--- src/rtl/rx_pfc_pause_pkg.sv ---
// Shared constants and parser state encoding for the RX MAC-control
// PAUSE / PFC decoder.
package rx_pause_pkg;

  // Reserved MAC-control multicast 01:80:C2:00:00:01, packed with wire byte 0 in [7:0]
  localparam logic [47:0] CTRL_DA  = 48'h0100_00C2_8001;
  localparam logic [15:0] CTRL_ET  = 16'h8808;
  localparam logic [15:0] OP_PAUSE = 16'h0001;
  localparam logic [15:0] OP_PFC   = 16'h0101;

  // S_PAY0..S_EOP are contiguous so "control frame matched" is a range test
  typedef enum logic [2:0] {
    S_IDLE = 3'd0,
    S_HDR  = 3'd1,
    S_SKIP = 3'd2,
    S_PAY0 = 3'd3,
    S_PAY1 = 3'd4,
    S_PAY2 = 3'd5,
    S_CTRL = 3'd6,
    S_EOP  = 3'd7
  } parse_state_e;

  // Two wire bytes (first byte in [7:0]) to a big-endian 16-bit field
  function automatic logic [15:0] be16(input logic [15:0] w);
    return {w[7:0], w[15:8]};
  endfunction

endpackage

--- src/rtl/rx_pfc_pause_if.sv ---
// 64-bit RX AXIS beat interface (no tready) with the CRC-status return path.
interface rx_pfc_pause_if;
  logic [63:0] tdata_i;
  logic [7:0]  tkeep_i;
  logic        tvalid_i;
  logic        tlast_i;
  logic        tuser_i;
  logic        tuser_o;

  modport master (
    output tdata_i, tkeep_i, tvalid_i, tlast_i, tuser_i,
    input  tuser_o
  );

  modport slave (
    input  tdata_i, tkeep_i, tvalid_i, tlast_i, tuser_i,
    output tuser_o
  );
endinterface

--- src/rtl/rx_pfc_pause_timer.sv ---
// One per-class pause down-counter: load wins over tick, saturates at zero.
module pause_class_timer #(
  parameter int QUANTA_W = 16
) (
  input  logic                clk,
  input  logic                rst,
  input  logic                enable,
  input  logic                tick,
  input  logic                load,
  input  logic [QUANTA_W-1:0] load_val,
  output logic                active
);

  logic [QUANTA_W-1:0] cnt_q, cnt_d;

  always_comb begin
    cnt_d = cnt_q;
    if (!enable)
      cnt_d = '0;
    else if (load)
      cnt_d = load_val;
    else if (tick && (cnt_q != '0))
      cnt_d = cnt_q - QUANTA_W'(1);
  end

  always_ff @(posedge clk or posedge rst) begin
    if (rst) cnt_q <= '0;
    else     cnt_q <= cnt_d;
  end

  assign active = (cnt_q != '0);

endmodule

--- src/rtl/rx_pfc_pause.sv ---
// RX MAC-control parser: decodes 802.3x PAUSE and 802.1Qbb PFC frames and
// keeps per-class pause timers for the TX scheduler.
module rx_pfc_pause
  import rx_pause_pkg::*;
#(
  parameter int NUM_CLASSES = 8,
  parameter int QUANTA_W    = 16,
  parameter int STAT_W      = 16
) (
  input  logic                   clk,
  input  logic                   rst,
  rx_pfc_pause_if.slave          axis,
  input  logic                   cfg_rx_pause_enable,
  input  logic                   cfg_pfc_enable,
  input  logic                   cfg_drop_ctrl,
  input  logic [7:0]             cfg_sub_quanta_count,
  output logic [NUM_CLASSES-1:0] rx_pause_active,
  output logic [STAT_W-1:0]      stat_pause_frames,
  output logic [STAT_W-1:0]      stat_pfc_frames
);

  parse_state_e      state_q, state_d;
  logic [15:0]       opcode_q, opcode_d;
  logic [15:0]       quanta_q, quanta_d;
  logic [7:0]        pfc_en_q, pfc_en_d;
  logic [7:0][15:0]  time_q, time_d;
  logic              is_pfc_q, is_pfc_d;
  logic [STAT_W-1:0] stat_pause_q, stat_pause_d;
  logic [STAT_W-1:0] stat_pfc_q, stat_pfc_d;
  logic [7:0]        presc_q, presc_d;

  logic       ctrl_match;
  logic       at_eop;
  logic       apply_pause;
  logic       apply_pfc;
  logic [7:0] presc_max;
  logic       tick;
  logic       unused_tkeep;

  assign unused_tkeep = ^axis.tkeep_i;

  always_comb begin
    state_d  = state_q;
    opcode_d = opcode_q;
    quanta_d = quanta_q;
    pfc_en_d = pfc_en_q;
    time_d   = time_q;
    is_pfc_d = is_pfc_q;
    if (axis.tvalid_i) begin
      unique case (state_q)
        S_IDLE: state_d = (axis.tdata_i[47:0] == CTRL_DA) ? S_HDR : S_SKIP;
        S_HDR: begin
          if (be16(axis.tdata_i[47:32]) == CTRL_ET) begin
            opcode_d = be16(axis.tdata_i[63:48]);
            state_d  = S_PAY0;
          end else begin
            state_d  = S_SKIP;
          end
        end
        S_PAY0: begin
          if ((opcode_q == OP_PAUSE) && cfg_rx_pause_enable) begin
            quanta_d = be16(axis.tdata_i[15:0]);
            is_pfc_d = 1'b0;
            state_d  = S_EOP;
          end else if ((opcode_q == OP_PFC) && cfg_pfc_enable && cfg_rx_pause_enable) begin
            pfc_en_d  = axis.tdata_i[15:8];
            time_d[0] = be16(axis.tdata_i[31:16]);
            time_d[1] = be16(axis.tdata_i[47:32]);
            time_d[2] = be16(axis.tdata_i[63:48]);
            is_pfc_d  = 1'b1;
            state_d   = S_PAY1;
          end else begin
            state_d   = S_CTRL;
          end
        end
        S_PAY1: begin
          time_d[3] = be16(axis.tdata_i[15:0]);
          time_d[4] = be16(axis.tdata_i[31:16]);
          time_d[5] = be16(axis.tdata_i[47:32]);
          time_d[6] = be16(axis.tdata_i[63:48]);
          state_d   = S_PAY2;
        end
        S_PAY2: begin
          time_d[7] = be16(axis.tdata_i[15:0]);
          state_d   = S_EOP;
        end
        default: state_d = state_q;
      endcase
      // Any end of frame resynchronises; a runt never reaches the apply point
      if (axis.tlast_i) state_d = S_IDLE;
    end
  end

  assign ctrl_match  = (state_q >= S_PAY0);
  assign at_eop      = axis.tvalid_i && axis.tlast_i && (state_q == S_EOP);
  assign apply_pause = at_eop && axis.tuser_i && cfg_rx_pause_enable && !is_pfc_q;
  assign apply_pfc   = at_eop && axis.tuser_i && cfg_rx_pause_enable && cfg_pfc_enable && is_pfc_q;

  assign axis.tuser_o = axis.tuser_i &
                        ~(axis.tvalid_i & axis.tlast_i & cfg_drop_ctrl & ctrl_match);

  always_comb begin
    stat_pause_d = stat_pause_q;
    stat_pfc_d   = stat_pfc_q;
    if (apply_pause) stat_pause_d = stat_pause_q + STAT_W'(1);
    if (apply_pfc)   stat_pfc_d   = stat_pfc_q + STAT_W'(1);
  end

  // A programmed count of 0 behaves as 1 (tick every clock)
  assign presc_max = (cfg_sub_quanta_count == 8'd0) ? 8'd0 : cfg_sub_quanta_count - 8'd1;
  assign tick      = cfg_rx_pause_enable && (presc_q >= presc_max);

  always_comb begin
    presc_d = presc_q + 8'd1;
    if (!cfg_rx_pause_enable || tick) presc_d = 8'd0;
  end

  always_ff @(posedge clk or posedge rst) begin
    if (rst) begin
      state_q      <= S_IDLE;
      stat_pause_q <= '0;
      stat_pfc_q   <= '0;
      presc_q      <= 8'd0;
    end else begin
      state_q      <= state_d;
      stat_pause_q <= stat_pause_d;
      stat_pfc_q   <= stat_pfc_d;
      presc_q      <= presc_d;
    end
  end

  always_ff @(posedge clk) begin
    opcode_q <= opcode_d;
    quanta_q <= quanta_d;
    pfc_en_q <= pfc_en_d;
    time_q   <= time_d;
    is_pfc_q <= is_pfc_d;
  end

  for (genvar c = 0; c < NUM_CLASSES; c++) begin : g_class
    logic                load_c;
    logic [QUANTA_W-1:0] load_val_c;

    assign load_c     = apply_pause || (apply_pfc && pfc_en_q[c]);
    assign load_val_c = apply_pfc ? QUANTA_W'(time_q[c]) : QUANTA_W'(quanta_q);

    pause_class_timer #(
      .QUANTA_W (QUANTA_W)
    ) u_timer (
      .clk      (clk),
      .rst      (rst),
      .enable   (cfg_rx_pause_enable),
      .tick     (tick),
      .load     (load_c),
      .load_val (load_val_c),
      .active   (rx_pause_active[c])
    );
  end

  assign stat_pause_frames = stat_pause_q;
  assign stat_pfc_frames   = stat_pfc_q;

endmodule

--- src/flat_wrapper.sv ---
// flat-port wrapper written by rule: the top's interface ports become plain ports
module rx_pfc_pause_flat import rx_pause_pkg::*;
#(
  parameter int NUM_CLASSES = 8,
  parameter int QUANTA_W    = 16,
  parameter int STAT_W      = 16
)
  (clk, rst, cfg_rx_pause_enable, cfg_pfc_enable, cfg_drop_ctrl, cfg_sub_quanta_count, rx_pause_active, stat_pause_frames, stat_pfc_frames, axis_tdata_i, axis_tkeep_i, axis_tvalid_i, axis_tlast_i, axis_tuser_i, axis_tuser_o);
  rx_pfc_pause_if axis_i ();
  input  logic clk;
  input  logic rst;
  input  logic cfg_rx_pause_enable;
  input  logic cfg_pfc_enable;
  input  logic cfg_drop_ctrl;
  input  logic [7:0] cfg_sub_quanta_count;
  output logic [NUM_CLASSES-1:0] rx_pause_active;
  output logic [STAT_W-1:0] stat_pause_frames;
  output logic [STAT_W-1:0] stat_pfc_frames;
  input wire logic [$bits(axis_i.tdata_i)-1:0] axis_tdata_i;
  input wire logic [$bits(axis_i.tkeep_i)-1:0] axis_tkeep_i;
  input wire logic [$bits(axis_i.tvalid_i)-1:0] axis_tvalid_i;
  input wire logic [$bits(axis_i.tlast_i)-1:0] axis_tlast_i;
  input wire logic [$bits(axis_i.tuser_i)-1:0] axis_tuser_i;
  output wire logic [$bits(axis_i.tuser_o)-1:0] axis_tuser_o;
  assign axis_i.tdata_i = axis_tdata_i;
  assign axis_i.tkeep_i = axis_tkeep_i;
  assign axis_i.tvalid_i = axis_tvalid_i;
  assign axis_i.tlast_i = axis_tlast_i;
  assign axis_i.tuser_i = axis_tuser_i;
  assign axis_tuser_o = axis_i.tuser_o;
  rx_pfc_pause #(.NUM_CLASSES(NUM_CLASSES), .QUANTA_W(QUANTA_W), .STAT_W(STAT_W)) u_core (.clk(clk), .rst(rst), .axis(axis_i), .cfg_rx_pause_enable(cfg_rx_pause_enable), .cfg_pfc_enable(cfg_pfc_enable), .cfg_drop_ctrl(cfg_drop_ctrl), .cfg_sub_quanta_count(cfg_sub_quanta_count), .rx_pause_active(rx_pause_active), .stat_pause_frames(stat_pause_frames), .stat_pfc_frames(stat_pfc_frames));
endmodule
--- config.mk ---
export PLATFORM = sky130hd
export DESIGN_NAME = rx_pfc_pause_flat
export DESIGN_NICKNAME = d
export VERILOG_FILES = /design/src/rtl/rx_pfc_pause_pkg.sv /design/src/rtl/rx_pfc_pause_if.sv /design/src/rtl/rx_pfc_pause_timer.sv /design/src/rtl/rx_pfc_pause.sv /design/src/flat_wrapper.sv
export SDC_FILE = /design/constraint.sdc
export NUM_CORES = 1
export LEC_CHECK = 0
export ABC_CLOCK_PERIOD_IN_PS = 12700
export CAP_MARGIN = 5
export CELL_PAD_IN_SITES_DETAIL_PLACEMENT = 1
export CELL_PAD_IN_SITES_GLOBAL_PLACEMENT = 1
export CORE_MARGIN = 1.5
export CORE_UTILIZATION = 50
export DETAILED_ROUTE_END_ITERATION = 8
export PLACE_DENSITY_LB_ADDON = 0.2
export RECOVER_POWER = 50
export SYNTH_ARGS = -nofsm -noshare
export SYNTH_HDL_FRONTEND = slang
export SYNTH_HIERARCHICAL = 1
export SYNTH_SLANG_ARGS = --single-unit
export TNS_END_PERCENT = 5
--- constraint.sdc ---
create_clock -name clk -period 12.7 [get_ports clk]
set_clock_uncertainty 0.1 [all_clocks]
set_input_delay 2.54 -clock clk [delete_from_list [all_inputs] [get_ports clk]]
set_output_delay 2.54 -clock clk [all_outputs]
set_load 0.02 [all_outputs]
==> reports/results.tsv <==
stage	metric	value	unit
die	dieArea	36290	sq um
cts	post_cts_buffers	0	
route	wl_met3	2845	um
route	wl_per_cell	24.50	um
timing	slew_viol_final	85	
synthesis	synth_compound_area_frac	0.1596	
placement	numPortBuffers	120	
timing	tightest_slew	1.919	ns
cts	clockBufferDepth	3	
synthesis	synth_top_family_by_area	simple AND/OR/NAND/NOR gates	
synthesis	synth_mux_area_frac	0.005766	
worst_setup_path	crit_path_end	u_core/g_class[6].u_timer/cnt_q[5]	
worst_setup_path	start_kind	primary input	
timing	min_period_over_period	0.5832	
synthesis	async_reset_ff_frac	0.5029	
worst_setup_path	end_kind	register	
power	p_per_area	122.6	nW/um^2
synthesis	ys_ff_latch	340	
die	io_pins	129	
cells_and_area	fin_area	20320	sq um
synthesis	ys_types	70	
synthesis	yosys-top-cells-area	edfxtp_1, dfrtp_1, nand2_1	
power	comb_power_share	0.071	
power	peakVddDrop	127.0	uV
die	die_h	190.5	um
power	internal_power	0.001906	W
worst_setup_path	r2r_slack	8.40	ns
synthesis	yosysTopAreaCellShare	0.2887	
synthesis	synth_area_per_cell	9.880	sq um
die	initial_core_util	0.5088	
cells_and_area	drive_gt1_frac	0.04591	
global_routing	grt_pass1_wl	89600	um
worst_setup_path	reg2reg_depth	8	
synthesis	synth_fa_ha_area_frac	0.01424	
worst_setup_path	cpPeakStageDelay	1.23	ns
worst_setup_path	crit_chain	clkbuf_1, nand3_1, nor3_2, nand2_1, nand2_1, nand2_1, and3_1, a41oi_1, o21ai_0	
status	status	finished with violations	
min_path	hold_path.class	register to register	
cells_and_area	fill_cells	3808	
placement	dp_hpwl	38010	um
synthesis	yosysTopAreaCell	edfxtp_1	
route	vias	15370	
worst_setup_path	crit_top_cell	nand2_1	
cts	cts_resized	0	
cts	hold_buffers	0	
run	maxCapViolations	2	
cts	cts-root-buf	clkbuf_16	
cells_and_area	syn_to_final_growth	15.62	%
worst_setup_path	crit_path_start	cfg_rx_pause_enable	
power	p_leak	8.227	nW
power	sequentialPowerShare	0.476	
worst_setup_path	crit_arrival	7.68	ns
worst_setup_path	reg2reg_from	u_core/state_q[2]	
die	fp-row-count	68	
placement	place_area	19060	sq um
global_routing	grt_usage	0.3176	
route	top_layer	met5	
timing	hold_violations	0	
synthesis	netlist_instances	1779	
status	violations	capacitance limit, slew limit	
cts	tritoncts	built	
cts	clk_pin_slew	0.06	ns
cts	clock_latency	0.53	ns
global_routing	antenna_found_initial	2	
route	drc_errors	0	
synthesis	ys_warn_count	6	
power	sw_frac_of_total	0.2354	
timing	rsz0062_at_grt	false	
timing	finalSetupViolations	0	
cells_and_area	finalNonFillerCells	2351	
route	wl_met2	28610	um
cts	cts_buffers	39	
route	wl_met1	23980	um
timing	tns	0	ns
power	p_switching	0.0005867	W
timing	fin_crit	7.407	ns
cts	clock_sinks	340	
worst_setup_path	crit_buf_inv	1	
placement	numPlacedInstances	2281	
route	post_drt_via_cell_ratio	6.538	
power	clockPowerShare	0.453	
placement	place_congestion	0.8526	
route	drt_wl_total	57590	um
worst_setup_path	critPathKind	primary input to register	
worst_setup_path	slowest_stage	clkbuf_1	
synthesis	ys_seq_area_frac	0.5322	
synthesis	synth_top_flop_cell	dfrtp_1	
worst_setup_path	r2r-end	u_core/g_class[6].u_timer/cnt_q[5]	
die	design.core.area	34540	sq um
synthesis	synth.cell_area	17580	sq um
synthesis	synth_xor_area_frac	0.01943	
global_routing	grt_overflow	0	
worst_setup_path	crit_fanout	40	
global_routing	grt_pass1_vias	15840	
synthesis	syn_nets	1887	
cts	h-tree-depth	2	
route	drtIter0Drc	1285	
route	ant_nets	0	
die	fp.dieW	190.5	um
global_routing	grt_max_degree	93	
cells_and_area	final_net_count	1975	
worst_setup_path	crit_family	simple AND/OR/NAND/NOR gates	
worst_setup_path	cp.depth	9	
timing	slew_headroom	-0.2804	
synthesis	synth_edf_count	169	
route	firstDrtPassIters	6	
synthesis	synthSimpleGateAreaFrac	0.2343	
worst_setup_path	worstPathRequired	12.97	ns
cells_and_area	post-route-util	0.5883	
timing	fmax	135.0	MHz
-- cell families after synthesis --
group	after synthesis
xor+xnor	39
compound gates	402
buf+inv	145
mux	10
flops	340
simple gates	823
fa+ha+maj	20
-- cell usage in the layout (no fill, tap or decap), types with 9 or more instances in the layout --
master           count
nand2_1            363
a41oi_1             16
nand3_1             48
nor2_1              96
or4_1               40
o21ai_0             92
dlygate4sd3_1       69
clkdlybuf4s50_1     50
or2_2                9
clkbuf_16           43
ha_1                20
nor4_1              30
o211ai_1            16
o31ai_1             32
a21o_1              10
dfrtp_1            171
and3_1              37
clkbuf_1            11
a211oi_1            16
nor4b_1             11
a31oi_1             65
edfxtp_1           169
a211o_1             18
xnor2_1             18
o41ai_1             15
nand4_1             18
or3_1               39
inv_1               61
nor3_1              56
xor2_1              21
a21oi_1             35
mux2i_1              9
nor4bb_1             9
nand2b_1            24
-- power by group through the flow --
stage | clock network, W | logic (W) | registers [W]
after CTS | 0.00114 | 0.000179 | 0.00119
after global routing | 0.00118 | 0.000190 | 0.00119
after detailed placement | 0 | 0.000177 | 0.00121
after floorplan | 0 | 0.0000940 | 0.00121
final | 0.00113 | 0.000176 | 0.00119
after global placement | 0 | 0.000171 | 0.00121
-- registers in the layout, summed over array words and instances, names as in the netlist --
signal / cells
u_core/presc_q: 8
u_core/stat_pfc_frames: 16
u_core/is_pfc_q: 1
u_core/quanta_q: 16
u_core/pfc_en_q: 8
u_core/time_q: 128
u_core/stat_pause_frames: 16
u_core/state_q: 3
u_core/opcode_q: 16
u_core/g_class.u_timer/cnt_q: 128
-- worst register-to-register path, stage by stage, from the launching register on --
cell	delay, ns
dfrtp_1	0.47
nand3_1	0.27
nor3_2	0.89
nand2_1	0.79
nand2_1	0.89
nand2_1	0.17
and3_1	0.23
a41oi_1	0.20
o21ai_0	0.14
-- cells in the mapped netlist, types with 9 or more instances --
cell type	instances
nand2_1	363
dfrtp_1	171
edfxtp_1	169
nor2_1	97
o21ai_0	92
clkbuf_1	68
a31oi_1	65
inv_1	61
nor3_1	57
nand3_1	48
or4_1	40
or3_1	39
and3_1	37
a21oi_1	35
o31ai_1	32
nor4_1	30
nand2b_1	24
xor2_1	21
ha_1	20
a211o_1	18
nand4_1	18
xnor2_1	18
a211oi_1	16
a41oi_1	16
o211ai_1	16
o41ai_1	15
nor4b_1	11
a21o_1	10
mux2i_1	9
nor4bb_1	9
or2_2	9
-- how the worst min path moves through the flow --
stage | startpoint | to | cells after the start
floorplan | u_core/presc_q[0] | u_core/presc_q[0] | 1
global placement | u_core/stat_pfc_frames[15] | u_core/stat_pfc_frames[15] | 1
detailed placement | u_core/stat_pause_frames[15] | u_core/stat_pause_frames[15] | 1
CTS | u_core/stat_pause_frames[15] | u_core/stat_pause_frames[15] | 1
global route | u_core/stat_pause_frames[15] | u_core/stat_pause_frames[15] | 1
finish | u_core/stat_pause_frames[15] | u_core/stat_pause_frames[15] | 1
-- routing by layer --
metal | up-vias | global-route usage
met5 | - | 0
met4 | 2 | 0.1181
met3 | 123 | 0.03938
met2 | 463 | 0.5466
met1 | 7909 | 0.4105
li1 | 6875 | -
-- per-stage QoR --
stage	total power [W]	hold WS, ns	setup WS [ns]
CTS	0.002507	0.3760	5.571
global route	0.002556	0.3745	5.077
detailed placement	0.001385	0.3609	5.114
finish	0.002492	0.3660	5.293
global placement	0.001379	0.3573	5.263
floorplan	0.001299	0.3851	5.802
-- final cells by class --
type                    instances  area [sq um]  share of cell area
diodes                          1         2.502           0.0001231
clock buffers                  54          1147             0.05646
clock inverters                15         122.6            0.006034
inverters                      62         232.7             0.01145
multi-input cells            1294          7631              0.3755
flip-flops and latches        340          9354              0.4603
well taps                     455         569.3             0.02801
repair buffers                130          1262             0.06212
Power figures use the tool's default switching activity.
